===== src/rtl/fetch_stage.sv =====
// ============================================================================
// fetch_stage : PC owner, imem request/ack port and IF/DEC pipeline register.
// Optional macro FETCH_BUBBLE_CNT_EN builds the saturating decode-bubble counter.
// Revision: 1.0
// ============================================================================
`default_nettype none

module fetch_stage #(
  parameter int unsigned DBITS    = 32,
  parameter logic [DBITS-1:0] START_PC = 32'h40
) (
  input  logic             clk,
  input  logic             reset_n,
  output logic             imem_req,
  output logic [DBITS-1:0] imem_addr,
  input  logic             imem_ack,
  input  logic [DBITS-1:0] imem_rdata,
  output logic [DBITS-1:0] IF_pc,
  output logic [3:0]       IF_op,
  input  logic             IF_stall,
  input  logic [DBITS-1:0] pcImm,
  input  logic             ex_redirect,
  input  logic [DBITS-1:0] ex_target,
  output logic             DEC_valid,
  output logic [DBITS-1:0] DEC_inst,
  output logic [DBITS-1:0] DEC_pc,
  output logic [3:0]       DEC_op,
  input  logic             dec_ready,
  output logic [31:0]      bubble_cnt
);

  typedef enum logic [1:0] {
    IDLE     = 2'd0,
    REQ      = 2'd1,
    DISCARD  = 2'd2,
    WAIT_DEC = 2'd3
  } state_t;

  state_t           state_q, state_d;
  logic [DBITS-1:0] pc_q, pc_d;
  logic [DBITS-1:0] pending_q, pending_d;
  logic [DBITS-1:0] skid_inst_q, skid_inst_d;
  logic [DBITS-1:0] skid_pc_q, skid_pc_d;
  logic             req_q, req_d;
  logic             dec_valid_q, dec_valid_d;
  logic [DBITS-1:0] dec_inst_q, dec_inst_d;
  logic [DBITS-1:0] dec_pc_q, dec_pc_d;

  logic             w_ack;
  logic             w_slot_free;
  logic             w_load;
  logic [DBITS-1:0] w_load_inst;
  logic [DBITS-1:0] w_load_pc;
  logic [DBITS-1:0] w_pc_seq;

  assign w_ack       = imem_ack && req_q;
  assign w_slot_free = !dec_valid_q || dec_ready;
  assign w_pc_seq    = IF_stall ? (pc_q + DBITS'(4)) : pcImm;

  always_comb begin
    state_d     = state_q;
    pc_d        = pc_q;
    pending_d   = pending_q;
    skid_inst_d = skid_inst_q;
    skid_pc_d   = skid_pc_q;
    w_load      = 1'b0;
    w_load_inst = imem_rdata;
    w_load_pc   = pc_q;
    case (state_q)
      IDLE: state_d = REQ;
      REQ: begin
        if (w_ack) begin
          if (ex_redirect) begin
            pc_d = ex_target;
          end else begin
            pc_d = w_pc_seq;
            if (w_slot_free) begin
              w_load = 1'b1;
            end else begin
              skid_inst_d = imem_rdata;
              skid_pc_d   = pc_q;
              state_d     = WAIT_DEC;
            end
          end
        end else if (ex_redirect) begin
          pending_d = ex_target;
          state_d   = DISCARD;
        end
      end
      DISCARD: begin
        if (w_ack) begin
          pc_d    = ex_redirect ? ex_target : pending_q;
          state_d = REQ;
        end else if (ex_redirect) begin
          pending_d = ex_target;
        end
      end
      WAIT_DEC: begin
        if (ex_redirect) begin
          pc_d    = ex_target;
          state_d = REQ;
        end else if (w_slot_free) begin
          w_load      = 1'b1;
          w_load_inst = skid_inst_q;
          w_load_pc   = skid_pc_q;
          state_d     = REQ;
        end
      end
      default: state_d = IDLE;
    endcase
  end

  // A flush always wins over a same-cycle load into the decode register.
  always_comb begin
    dec_valid_d = dec_valid_q;
    dec_inst_d  = dec_inst_q;
    dec_pc_d    = dec_pc_q;
    if (ex_redirect) begin
      dec_valid_d = 1'b0;
    end else if (w_load) begin
      dec_valid_d = 1'b1;
      dec_inst_d  = w_load_inst;
      dec_pc_d    = w_load_pc;
    end else if (dec_ready) begin
      dec_valid_d = 1'b0;
    end
  end

  assign req_d = (state_d == REQ) || (state_d == DISCARD);

  always_ff @(posedge clk) begin
    if (!reset_n) begin
      state_q     <= IDLE;
      pc_q        <= START_PC;
      pending_q   <= '0;
      skid_inst_q <= '0;
      skid_pc_q   <= '0;
      req_q       <= 1'b0;
      dec_valid_q <= 1'b0;
      dec_inst_q  <= '0;
      dec_pc_q    <= '0;
    end else begin
      state_q     <= state_d;
      pc_q        <= pc_d;
      pending_q   <= pending_d;
      skid_inst_q <= skid_inst_d;
      skid_pc_q   <= skid_pc_d;
      req_q       <= req_d;
      dec_valid_q <= dec_valid_d;
      dec_inst_q  <= dec_inst_d;
      dec_pc_q    <= dec_pc_d;
    end
  end

  assign imem_req  = req_q;
  assign imem_addr = pc_q;
  assign IF_pc     = pc_q;
  assign IF_op     = (reset_n && (state_q == REQ) && w_ack) ? imem_rdata[DBITS-1 -: 4] : 4'b0000;
  assign DEC_valid = dec_valid_q;
  assign DEC_inst  = dec_inst_q;
  assign DEC_pc    = dec_pc_q;
  assign DEC_op    = dec_inst_q[DBITS-1 -: 4];

`ifdef FETCH_BUBBLE_CNT_EN
  logic [31:0] bubble_q;

  always_ff @(posedge clk) begin
    if (!reset_n) begin
      bubble_q <= '0;
    end else if ((state_q != IDLE) && !dec_valid_q && (bubble_q != 32'hFFFF_FFFF)) begin
      bubble_q <= bubble_q + 32'd1;
    end
  end

  assign bubble_cnt = bubble_q;
`else
  assign bubble_cnt = 32'h0;
`endif

endmodule

`default_nettype wire


===== config.mk =====
export PLATFORM = sky130hd
export DESIGN_NAME = fetch_stage
export DESIGN_NICKNAME = d
export VERILOG_FILES = /design/src/rtl/fetch_stage.sv
export SDC_FILE = /design/constraint.sdc
export NUM_CORES = 1
export LEC_CHECK = 0
export ABC_AREA = 1
export BUFFER_PORTS_ARGS = -buffer_cell sky130_fd_sc_hd__buf_2
export CORE_ASPECT_RATIO = 1.25
export CORE_MARGIN = 3
export CORE_UTILIZATION = 49
export DETAILED_ROUTE_END_ITERATION = 16
export PLACE_DENSITY = 0.78
export SLEW_MARGIN = 20
export SYNTH_ARGS = -nofsm -noshare
export SYNTH_HDL_FRONTEND = slang
export SYNTH_SLANG_ARGS = --single-unit

===== constraint.sdc =====
create_clock -name clk -period 1.9 [get_ports clk]
set_clock_uncertainty 0.1 [all_clocks]
set_input_delay 0.095 -clock clk [delete_from_list [all_inputs] [get_ports clk]]
set_output_delay 0.095 -clock clk [all_outputs]
set_load 0.02 [all_outputs]

==> metrics.md <==
| Metric | Value |
|---|---|
| Root Buffer | clkbuf_16 |
| Inserted Clock Buffers | 17 |
| Slew Limit Fails | 0 |
| Pwr Density | 774 nW/µm² |
| Final nets | 1977 |
| Cells after synthesis | 1584 |
| Hold/Removal Path Class | input pin to register |
| Final Hold Viols | 1 |
| Antenna Cells | 0 |
| Sw Share | 32.7% |
| Worst hold slack | -0.000275 ns |
| Syn Area/Cell | 6.74 µm² |
| Outcome | finished, violations left |
| DR vias/cell | 5.47 |
| GPL Wtd Cong | 0.928 |
| Total GRT Usage | 28.3% |
| DP Wirelength | 23600 µm |
| DIE HEIGHT | 171 µm |
| Initial DRC count | 954 |
| Core Region | 21100 µm² |
| Number of global-route vias before repair | 10800 |
| Register area share after synthesis | 36.7% |
| Net switching power | 3510 µW |
| Post-DRT Antenna Nets | 0 |
| Syn Std Cell Area | 10700 µm² |
| Critical Path Start Type | register |
| Critical path endpoint category | register |
| Max-cap viol count | 0 |
| Dpl cells | 2032 |
| FMAX | 536 MHz |
| CTS tree | yes |
| Post-layout util | 65.6% |
| DRC | 0 |
| Violated checks | negative hold slack |
| Area Overhead vs Synth | 29.6% |
| WL/cell | 16.7 µm |
| Die W | 138 µm |
| Crit-path max FO | 19 |
| Warning count from the yosys run | 0 |
| Clock latency on the worst-skew pair | 0.44 ns |
| Worst Path Required | 2.11 ns |
| Clock share of power | 34.9% |
| Tot Pwr | 10700 µW |
| DIE AREA | 23600 µm² |
| H-tree levels | 4 |
| WP data arrival | 2.08 ns |
| 1st-pass router iterations | 5 |
| Number of synthesized register bits | 196 |
| Crit path time final | 1.87 ns |
| LEAKAGE | 0.00613 µW |
| First-pass GRT wire length | 55500 µm |
| RSZ-0062 raised after global routing | yes |
| Critical path class | register to register |
| Yosys cell types | 36 |
| Layout cells sized above 1 | 23.4% |
| Initial Util | 50.6% |
| Maximum vdd drop | 646 µV |
| Sequential share of power | 42.6% |
| Internal power | 7210 µW |
| Largest net degree at the start of global routing | 85 |
| Drt total wl | 36000 µm |
| Initial antenna violation count | 0 |
| Clk buf depth | 2 |
| I/O pin cnt | 272 |
| Clock sink count | 196 |
| Finished Layout Cells | 2156 |
| # setup viols final | 0 |
| Grt total ovfl | 0 |
| FP Rows | 59 |
| Gate power share | 22.5% |
| Fin crit share | 98.2% |
| Number of I/O port buffers | 239 |
| Clock transition at path regs | 0.08 ns |
| DR vias | 11800 |
## cells in the final DEF, fill, tap and decap left out, types with 43 or more instances in the layout
cell type	count
a211oi_1	81
a21oi_1	63
buf_2	238
buf_4	68
dfxtp_1	192
dlygate4sd3_1	87
inv_1	45
nand2_1	265
nor2_1	303
o21ai_0	230
o21ai_1	43
## power groups by stage
stage               clock (µW)  combinational [µW]  sequential, µW
floorplan                    0                1240            4800
global placement             0                2140            4630
detailed placement           0                2170            4640
CTS                       3780                2330            4550
global route              3950                2620            4590
finish                    3740                2410            4560
## timing repair
action | CTS | global route
hold buffers | 87 | 0
setup buffers | 0 | 2
pin swaps | 0 | 1
gates cloned | 0 | 3
setup endpoints to repair | 63 | 137
hold endpoints to repair | 109 | 0
resized for setup | 12 | 32
## routing by layer
layer / track usage, % / share of wire [%] / vias to the layer above
li1: - / - / 5740
met1: 36.5 / 41 / 5444
met2: 48.7 / 49 / 542
met3: 4.58 / 7.6 / 75
met4: 9.15 / 2.8 / 0
met5: 0 / 0 / -
## worst max-delay path, stage by stage (launching register included)
cell and delay [ns]:
dfxtp_4 0.37, inv_1 0.10, ha_2 0.23, inv_1 0.08
a21oi_2 0.20, inv_4 0.10, buf_12 0.17, a211oi_1 0.30
a21oi_1 0.10
## sequential cells by signal, summed over array words and instances (netlist names)
signal / count
DEC_valid: 1
skid_pc_q: 32
IF_pc: 32
pending_q: 32
DEC_inst: 32
imem_req: 1
skid_inst_q: 32
state_q: 2
DEC_pc: 32
## area by class of cell
cell class,instances,area [µm²]
Multi-Input combinational cell,1187,5770
Fill cell,1836,7270
Timing Repair Buffer,412,2970
Inverter,55,215
Clock buffer,17,425
Tap cell,274,343
Clock inverter,15,190
Sequential cell,196,3930
## metrics by stage
| stage | setup TNS (ns) | cell area [µm²] | setup WS, ns |
|---|---|---|---|
| 2_1_floorplan | 0 | 10800 | 0.0938 |
| 3_3_place_gp | -0.0329 | 12100 | -0.0329 |
| 3_5_place_dp | -0.473 | 12100 | -0.0428 |
| 4_1_cts | -0.0124 | 13700 | -0.0124 |
| 5_1_grt | -0.120 | 13800 | -0.0501 |
| 6_report | 0 | 13800 | 0.0333 |
## final timing paths
path,cells after the start,slack (ns),startpoint,endpoint
max,8,0.03,state_q[0]$_SDFF_PN0_,IF_pc[10]$_SDFFE_PN0P_
min,5,-0.0003,pcImm[27],IF_pc[27]$_SDFFE_PN0P_
max reg2reg,8,0.03,state_q[0]$_SDFF_PN0_,IF_pc[10]$_SDFFE_PN0P_
min reg2reg,2,0.39,skid_inst_q[13]$_SDFFE_PN0P_,skid_inst_q[13]$_SDFFE_PN0P_
## synthesized netlist by cell type (all sizes together)
cell,count,area share [%]
clkinv,1,0.035
inv,54,1.9
o21ai,273,13
buf,114,7.3
o22ai,1,0.059
nor3,3,0.19
nand2,269,9.5
and2,15,0.88
o211ai,5,0.35
o21a,5,0.35
nand3,43,2.0
a21boi,14,0.98
a21oi,66,3.2
dfxtp,196,37
a31oi,1,0.059
a41oi,1,0.082
ha,6,0.70
clkbuf,63,2.2
nand3b,1,0.070
conb,1,0.035
or2,38,2.2
nand4,4,0.23
nor2,313,11
xnor2,6,0.49
a211oi,91,6.4
## logic make-up (layout without fill, tap and decap cells)
logic type	Yosys count	after routing	synth area share [%]
AND/OR/NAND/NOR	686	686	26.3
AO/OA/AOI/OAI	457	457	24.2
buffers and inverters	232	499	11.5
flip-flops	196	196	36.7
adder cells (fa/ha/maj)	6	6	0.703
XOR/XNOR	6	6	0.492
other	1	32	0.0351
Note: power is estimated with default switching activity, not from simulation.
